<file path="config.mk">
export PLATFORM = sky130hd
export DESIGN_NAME = spi_master
export DESIGN_NICKNAME = d
export VERILOG_FILES = /design/src/rtl/spi_pkg.sv /design/src/rtl/spi_half_tick.sv /design/src/rtl/spi_master.sv
export SDC_FILE = /design/constraint.sdc
export NUM_CORES = 1
export LEC_CHECK = 0
export CAP_MARGIN = 10
export CORE_MARGIN = 2
export CORE_UTILIZATION = 35
export CTS_CLUSTER_DIAMETER = 40
export DETAILED_ROUTE_END_ITERATION = 6
export GPL_TIMING_DRIVEN = 0
export SYNTH_ARGS = -nofsm -noshare
export SYNTH_HDL_FRONTEND = slang
export SYNTH_HIERARCHICAL = 1
export SYNTH_SLANG_ARGS = --single-unit
</file>
<file path="constraint.sdc">
create_clock -name clk -period 4.25 [get_ports clk]
set_input_delay 0.425 -clock clk [delete_from_list [all_inputs] [get_ports clk]]
set_output_delay 0.425 -clock clk [all_outputs]
set_load 0.02 [all_outputs]
</file>
<file path="src/rtl/spi_pkg.sv">
// Shared types and defaults for the SPI mode-0 master.
package spi_pkg;

   localparam int unsigned DEF_CLK_DIV = 2;
   localparam int unsigned DEF_DATA_W  = 8;

   typedef enum logic [2:0] {
      IDLE,
      SETUP,
      HIGH,
      LOW,
      WAIT_NEXT,
      HOLD,
      GAP
   } spi_state_e;

   // Counter width able to hold n-1, never narrower than one bit.
   function automatic int unsigned cnt_width(input int unsigned n);
      return (n > 1) ? $clog2(n) : 1;
   endfunction

endpackage

</file>
<file path="src/rtl/spi_half_tick.sv">
// Half-period timer: reloads to CLK_DIV-1 on state entry, flags phase end at zero.
module spi_half_tick
   import spi_pkg::*;
#(
   parameter int unsigned CLK_DIV = DEF_CLK_DIV
) (
   input  logic clk,
   input  logic rst_n,
   input  logic reload,
   output logic phase_end
);

   localparam int unsigned      CNT_W = cnt_width(CLK_DIV);
   localparam logic [CNT_W-1:0] LOAD  = CNT_W'(CLK_DIV - 1);

   logic [CNT_W-1:0] cnt;
   logic [CNT_W-1:0] cnt_nxt;

   // Reload on request, otherwise count down and park at zero.
   always_comb begin
      cnt_nxt = cnt;
      if (reload) begin
         cnt_nxt = LOAD;
      end else if (cnt != '0) begin
         cnt_nxt = cnt - CNT_W'(1);
      end
   end

   // Counter and registered zero flag, so phase_end tracks the live count value.
   always_ff @(posedge clk or negedge rst_n) begin
      if (!rst_n) begin
         cnt       <= LOAD;
         phase_end <= (LOAD == '0);
      end else begin
         cnt       <= cnt_nxt;
         phase_end <= (cnt_nxt == '0);
      end
   end

endmodule

</file>
<file path="src/rtl/spi_master.sv">
// SPI mode-0 (CPOL=0, CPHA=0) master, MSB first, byte chaining within one ce0 window.
module spi_master
   import spi_pkg::*;
#(
   parameter int unsigned CLK_DIV = DEF_CLK_DIV,
   parameter int unsigned DATA_W  = DEF_DATA_W
) (
   input  logic              clk,
   input  logic              rst_n,
   input  logic [DATA_W-1:0] tx_data,
   input  logic              tx_valid,
   input  logic              tx_last,
   output logic              tx_ready,
   input  logic              end_xfer,
   output logic [DATA_W-1:0] rx_data,
   output logic              rx_valid,
   output logic              busy,
   output logic              sclk,
   output logic              mosi,
   input  logic              miso,
   output logic              ce0
);

   localparam int unsigned     BC_W   = cnt_width(DATA_W);
   localparam logic [BC_W-1:0] BC_MAX = BC_W'(DATA_W - 1);

   spi_state_e        state;
   spi_state_e        state_nxt;

   logic              phase_end;
   logic              reload;
   logic              accept;

   logic [DATA_W-1:0] tx_sh;
   logic [DATA_W-1:0] tx_sh_nxt;
   logic [DATA_W-1:0] rx_sh;
   logic [DATA_W-1:0] rx_sh_nxt;
   logic [BC_W-1:0]   bit_cnt;
   logic [BC_W-1:0]   bit_cnt_nxt;
   logic              last_q;
   logic              last_nxt;

   logic              ce0_nxt;
   logic              sclk_nxt;
   logic              mosi_nxt;
   logic [DATA_W-1:0] rx_data_nxt;
   logic              rx_valid_nxt;
   logic              tx_ready_nxt;
   logic              busy_nxt;

   assign accept = tx_valid && tx_ready;
   assign reload = (state_nxt != state);

   spi_half_tick #(
      .CLK_DIV (CLK_DIV)
   ) u_half_tick (
      .clk       (clk),
      .rst_n     (rst_n),
      .reload    (reload),
      .phase_end (phase_end)
   );

   // State register.
   always_ff @(posedge clk or negedge rst_n) begin
      if (!rst_n) begin
         state <= IDLE;
      end else begin
         state <= state_nxt;
      end
   end

   // Next-state and next-value logic for the shifter and all registered outputs.
   always_comb begin
      state_nxt    = state;
      ce0_nxt      = ce0;
      sclk_nxt     = sclk;
      mosi_nxt     = mosi;
      tx_sh_nxt    = tx_sh;
      rx_sh_nxt    = rx_sh;
      bit_cnt_nxt  = bit_cnt;
      last_nxt     = last_q;
      rx_data_nxt  = rx_data;
      rx_valid_nxt = 1'b0;

      case (state)
         IDLE: begin
            if (accept) begin
               tx_sh_nxt   = tx_data;
               mosi_nxt    = tx_data[DATA_W-1];
               last_nxt    = tx_last;
               bit_cnt_nxt = BC_MAX;
               ce0_nxt     = 1'b0;
               state_nxt   = SETUP;
            end
         end
         SETUP, LOW: begin
            // Rising sclk edge: sample miso on the same clk edge.
            if (phase_end) begin
               sclk_nxt  = 1'b1;
               rx_sh_nxt = {rx_sh[DATA_W-2:0], miso};
               state_nxt = HIGH;
            end
         end
         HIGH: begin
            if (phase_end) begin
               sclk_nxt = 1'b0;
               if (bit_cnt != '0) begin
                  // Rotate keeps every shifter bit live; mosi takes the next bit down.
                  bit_cnt_nxt = bit_cnt - BC_W'(1);
                  tx_sh_nxt   = {tx_sh[DATA_W-2:0], tx_sh[DATA_W-1]};
                  mosi_nxt    = tx_sh[DATA_W-2];
                  state_nxt   = LOW;
               end else begin
                  rx_data_nxt  = rx_sh;
                  rx_valid_nxt = 1'b1;
                  state_nxt    = last_q ? HOLD : WAIT_NEXT;
               end
            end
         end
         WAIT_NEXT: begin
            // A new byte takes priority over an end-of-transfer request.
            if (accept) begin
               tx_sh_nxt   = tx_data;
               mosi_nxt    = tx_data[DATA_W-1];
               last_nxt    = tx_last;
               bit_cnt_nxt = BC_MAX;
               state_nxt   = SETUP;
            end else if (end_xfer) begin
               state_nxt = HOLD;
            end
         end
         HOLD: begin
            if (phase_end) begin
               ce0_nxt   = 1'b1;
               state_nxt = GAP;
            end
         end
         GAP: begin
            if (phase_end) begin
               state_nxt = IDLE;
            end
         end
         default: begin
            state_nxt = IDLE;
            ce0_nxt   = 1'b1;
            sclk_nxt  = 1'b0;
         end
      endcase

      tx_ready_nxt = (state_nxt == IDLE) || (state_nxt == WAIT_NEXT);
      busy_nxt     = (state_nxt != IDLE);
   end

   // Datapath and output registers.
   always_ff @(posedge clk or negedge rst_n) begin
      if (!rst_n) begin
         tx_sh    <= '0;
         rx_sh    <= '0;
         bit_cnt  <= '0;
         last_q   <= 1'b0;
         ce0      <= 1'b1;
         sclk     <= 1'b0;
         mosi     <= 1'b0;
         rx_data  <= '0;
         rx_valid <= 1'b0;
         tx_ready <= 1'b1;
         busy     <= 1'b0;
      end else begin
         tx_sh    <= tx_sh_nxt;
         rx_sh    <= rx_sh_nxt;
         bit_cnt  <= bit_cnt_nxt;
         last_q   <= last_nxt;
         ce0      <= ce0_nxt;
         sclk     <= sclk_nxt;
         mosi     <= mosi_nxt;
         rx_data  <= rx_data_nxt;
         rx_valid <= rx_valid_nxt;
         tx_ready <= tx_ready_nxt;
         busy     <= busy_nxt;
      end
   end

endmodule

</file>
==> results of run 1 <==
## cell families after synthesis
kind of cell	synth area share
adders and majority gates	0.0145
buffers and inverters	0.0362
and+or+nand+nor	0.100
muxes	0.227
DFF	0.538
AOI/OAI and AO/OA	0.0841
## metrics by stage
stage | cells | hold WS, ns
after floorplan | 132 | 0.129
after global placement | 226 | 0.466
after detailed placement | 226 | 0.470
after CTS | 234 | 0.258
after global routing | 234 | 0.293
final | 234 | 0.220
## how the worst min path moves through the flow
stage,from,to,slack (ns),cells past startpoint
3_5_place_dp,ce0,ce0,0.47,2
2_1_floorplan,rst_n,bit_cnt[0],0.13,0
5_1_grt,rst_n,last_q,0.29,1
3_3_place_gp,ce0,ce0,0.47,2
4_1_cts,rst_n,last_q,0.26,1
6_report,rst_n,last_q,0.22,1
## metal layers
layer	part of all wire	global-route usage	vias to the layer above
li1	-	-	542
met2	0.49	0.217	31
met3	0.055	0.0366	7
met5	0	0	-
met1	0.43	0.167	559
met4	0.026	0.0734	0
## cells in the mapped netlist (2+ instances only)
cell       count
mux2i_1        2
dfstp_2        2
o211ai_1       2
buf_4          2
dfrtp_1       35
inv_1          6
nand4bb_1      2
o22ai_1        2
nand2_1        9
nor2_1         4
a22o_1         2
ha_1           2
nand3b_1       2
nand3_1        2
o21ai_0        4
mux2_2        33
## state kept, by name, indices dropped and copies added, names as in the netlist
| name | flops |
|---|---|
| rx_data | 8 |
| rx_sh | 8 |
| tx_sh | 8 |
| bit_cnt | 3 |
| state | 3 |
| busy | 1 |
| ce0 | 1 |
| last_q | 1 |
| rx_valid | 1 |
| sclk | 1 |
| tx_ready | 1 |
| u_half_tick/phase_end | 1 |
## power by group
group	leakage, uW	internal (uW)	total [uW]	switching [uW]
Combinational	0.000454	443	811	368
Sequential	0.000450	528	634	106
Clock	0.0000455	132	252	120
## layout make-up
cell class | instances | area share
Tap cell | 67 | 0.0387
Inverter | 6 | 0.0104
Sequential cell | 37 | 0.429
Buffer | 6 | 0.0185
Clock buffer | 8 | 0.0416
Multi-Input combinational cell | 83 | 0.339
Timing Repair Buffer | 27 | 0.123
==> run metrics, run 1 <==
status=finished, final reports clean; postcts setup bufs=0; synthesized area=0.00173 mm2; Mapped Cells=132; Initial Utilization=0.365; IO Port Bufs=27; fin util=0.458; CTS tree=yes; largest net degree at the start of global routing=38; PnR worst setup slack=2.34 ns; Top FF cell, synth=dfrtp_1; CP Max Fanout=6; CP Cell Sequence=clkdlybuf4s50_1; Crit Path Class=flip-flop to output port; leak pwr=0.000949 uW; Reg area=928 um2; critical path depth=1; R2R Setup Slk=2.48 ns; total power=1700 uW; total routed wirelength=3240 um; DRT iter0 DRCs=79; post-cts resize count=0; initial antenna violation count=0; Routed wire per std cell=13.8 um; #FFs+latches synth=37; CTS max path bufs=2; minimum clock period=1.91 ns; share of layout cells above drive strength 1=0.317; first-pass GRT wire length=5540 um; Slew HR=0.458; Synth cell types=37; startpoint class of the critical path=flip-flop; # rows=25; number of nets still failing antenna checks after routing=0; Post-synth ARST share=1.00; Sink Count=37; maximum vdd drop=0.000284 V; Max Slew Vio Count=0; CP delay by family, top=buffers and inverters; setup_tns=0 ns; Core Box Area=0.00472 mm2; final instance area=0.00216 mm2; Synth area leader=dfrtp_1; clock latency on the worst-skew pair=0.29 ns; vias in the first global route=1182; hold crit path type=input port to async pin; Worst Setup SP=tx_ready; drt first pass iters=4; Area growth, synth to finish=25.5%; reg-to-reg startpoint=bit_cnt[1]; # hold bufs at CTS=0; DP HPWL=2290 um; final setup vio count=0; sequential share of the synthesized area=0.538; # nets final=182; Num CTS Buffers=5; RSZ-0062 raised after global routing=no; Cell Area, Placed=0.00207 mm2; GPL Wtd Cong=0.892; Worst-Margin Slew=0.813 ns; Clock Skew=0.00432 ns; Reg-to-Reg End=tx_sh[4]; Die ar.=0.00551 mm2; number of vias in the routed layout=1139; synth warn=6; share of the synthesized area in the top cell type=0.508; Post-synth EDFFs=0; ANT cells=0; Crit path required time=3.83 ns; CP arrival=1.48 ns; Worst Setup EP=tx_ready; DP Worst Slack=2.31 ns; GRT Total Usage=0.135; MaxCap Viol Count=0; Via density=4.87; CP max stage delay=0.61 ns; remaining global-route overflow=0; die width=74.2 um; Final Hold Viols=0; syn_area_per_cell=13.1 um2; FMAX=0.525 GHz; CTS clk-pin slew, worst paths=0.07 ns; top post-synthesis cells by area=dfrtp_1 51%, mux2_2 22%, dfstp_2 3.0%; CP max stage cell=clkdlybuf4s50_1; worst reg2reg path depth=6; Layout fillers=434; number of H-tree levels=2; syn nets=148; WP buf/inv=1; period utilization=0.448; CTS root buf=clkbuf_8; most common cell after layout, fill and taps aside=dfrtp_1; DRC=0; Multi-input gate area=734 um2; Die H=74.2 um; crit end category=output port; Ports=28; PwrDens=784 mW/mm2; most frequent cells in the layout=35 x dfrtp_1, 33 x mux2_2, 26 x clkdlybuf4s50_1, 9 x nand2_1
Note: power is estimated with default switching activity, not from simulation.
==> run 2: changes to the inputs <==
Clock period 4.25 ns to 1.8 ns, I/O delays scaled along.
==> run 2 against run 1 <==
The run now ends with hold timing left. Cell area is 1.3% higher. Sequential power increased by 140%. Core utilization increased by 0.58 points. Count of clock-buffer cells in the layout is the same. Non-clock buffer count rose by 2. Sequential cell count did not move. Routed wire length fell by 0.19%. Combinational power grew 150%. Register-to-register slack worse by 2.4 ns. Worst setup slack worse by 2.3 ns. Final cell count up 0.85%.
==> run metrics, run 2 (synthesis results as in run 1) <==
status=finished with violations (was finished, final reports clean); failing checks=hold timing; largest net degree at the start of global routing=38 (unchanged); IO Port Bufs=27 (unchanged); drt first pass iters=4 (unchanged); GPL Wtd Cong=0.892 (unchanged); Final Hold Viols=35 (was 0); CTS root buf=clkbuf_8 (unchanged); CP arrival=1.89 ns (was 1.48 ns); largest registers=rx_data (8), rx_sh (8), tx_sh (8) (unchanged); number of vias in the routed layout=1126 (was 1139); Die H=74.2 um (unchanged); initial antenna violation count=0 (unchanged); total routed wirelength=3230 um (was 3240 um); number of H-tree levels=2 (unchanged); post-cts resize count=0 (unchanged); Top Layer Used=met4 (unchanged); met3 WL=184 um (was 178 um); PnR worst setup slack=0.0904 ns (was 2.34 ns); startpoint class of the critical path=flip-flop (unchanged); M1 WL=1370 um (was 1390 um); Slew HR=0.459 (was 0.458); most frequent cells in the layout=35 x dfrtp_1, 33 x mux2_2, 26 x clkdlybuf4s50_1, 9 x nand2_1 (unchanged); final setup vio count=0 (unchanged); # nets final=184 (was 182); minimum clock period=1.71 ns; GRT Total Usage=0.135 (unchanged); remaining global-route overflow=0 (unchanged); die width=74.2 um (unchanged); RSZ-0062 raised after global routing=no (unchanged); MaxCap Viol Count=0 (unchanged); hold crit path type=input port to async pin (unchanged); CP max stage delay=0.36 ns (was 0.61 ns); Via density=4.77 (was 4.87); vias in the first global route=1182 (unchanged); Ports=28 (unchanged); Crit path required time=1.98 ns (was 3.83 ns); Sink Count=37 (unchanged); WP buf/inv=4 (was 1); Core Box Area=0.00472 mm2 (unchanged); FMAX=0.585 GHz; Die ar.=0.00551 mm2 (unchanged); leak pwr=0.000963 uW (was 0.000949 uW); number of nets still failing antenna checks after routing=0 (unchanged); CP Max Fanout=9 (was 6); DP HPWL=2290 um (unchanged); DRT iter0 DRCs=65 (was 79); maximum vdd drop=0.000676 V (was 0.000284 V); DRC=0 (unchanged); Routed wire per std cell=13.7 um (was 13.8 um); CP Cell Sequence=inv_1 > ha_1 > nor2b_1 > clkbuf_2 > o21ai_4 > buf_12 > buf_4 > mux2_2 (was clkdlybuf4s50_1); period utilization=0.950; Max Slew Vio Count=0 (unchanged); WL met2=1590 um (about the same); Worst-Margin Slew=0.811 ns (was 0.813 ns); CTS tree=yes (unchanged); CP max stage cell=dfrtp_1 (was clkdlybuf4s50_1); CTS clk-pin slew, worst paths=0.07 ns (about the same); Crit Path Class=flip-flop to flip-flop (was flip-flop to output port); share of layout cells above drive strength 1=0.325 (was 0.317); Num CTS Buffers=5 (unchanged); PwrDens=1880 mW/mm2 (was 784 mW/mm2); hold slack=-0.0267 ns (was 0.220 ns); Clock Skew=0.00527 ns (was 0.00432 ns); crit end category=flip-flop (was output port); clock latency on the worst-skew pair=0.29 ns (about the same); Area growth, synth to finish=27.0% (was 25.5%); Initial Utilization=0.365 (unchanged); DP Worst Slack=0.0333 ns (was 2.31 ns); ANT cells=0 (unchanged); most common cell after layout, fill and taps aside=dfrtp_1 (unchanged); # rows=25 (unchanged); CP delay by family, top=buffers and inverters (unchanged); fin util=0.464 (was 0.458); CTS max path bufs=2 (unchanged); first-pass GRT wire length=5540 um (unchanged)
==> run 2: changes by cell type in the layout (fill, tap and decap cells not counted), sizes merged <==
cell  change
buf       +2
==> run 2: final timing paths <==
kind	startpoint	to	slack (ns)	cells past startpoint
worst min register to register	ce0	ce0	0.47	2
worst min-delay path	rst_n	last_q	-0.03	1
max in group asynchronous	rst_n	rx_data[5]	1.30	1
min in group clk	tx_last	last_q	0.42	3
worst max register to register	bit_cnt[0]	bit_cnt[0]	0.09	8
worst max-delay path	bit_cnt[0]	bit_cnt[0]	0.09	8
==> run 2: where the power goes <==
part / internal [uW] / switching [uW]
Sequential: 1250 / 250
Clock: 312 / 285
Combinational: 1140 / 886
Total: 2690 / 1420
==> run 2: worst reg2reg max path: stages (launching register included) <==
cell,delay (ns)
dfrtp_1,0.36
inv_1,0.10
ha_1,0.18
nor2b_1,0.13
clkbuf_2,0.22
o21ai_4,0.08
buf_12,0.15
buf_4,0.13
mux2_2,0.25
==> run 2: routing by layer <==
metal  global-route usage  vias to the layer above
met2                0.217                       30
met3               0.0366                        7
met4               0.0734                        0
met5                    0                        -
li1                     -                      546
met1                0.167                      543
==> run 2: cell type report <==
type                            count  area (um2)
Fill cell                         430        2530
Sequential cell                    37         928
Multi-Input combinational cell     83         734
Timing Repair Buffer               29         293
Clock buffer                        8        90.1
Tap cell                           67        83.8
Buffer                              6        40.0
Inverter                            6        22.5
==> run 2: through the flow <==
step                      instances  TNS, ns  area, um2  power [uW]
final                           236        0       2190        4110
after global routing            236        0       2190        4440
after CTS                       234        0       2160        4060
after detailed placement        226        0       2070        3450
after global placement          226   -10.18       2080        3360
after floorplan                 132        0       1730        2850
==> run 2: timing repair <==
action	CTS	global route
endpoints found under the setup margin	0	8
hold buffers	0	0
setup buffers	0	2
==> run 3: changes to the inputs <==
Settings changed: CAP_MARGIN 10 to not set.
==> results of run 3 <==
Same layout as run 2: the final DEF is identical, and so are final timing and power.
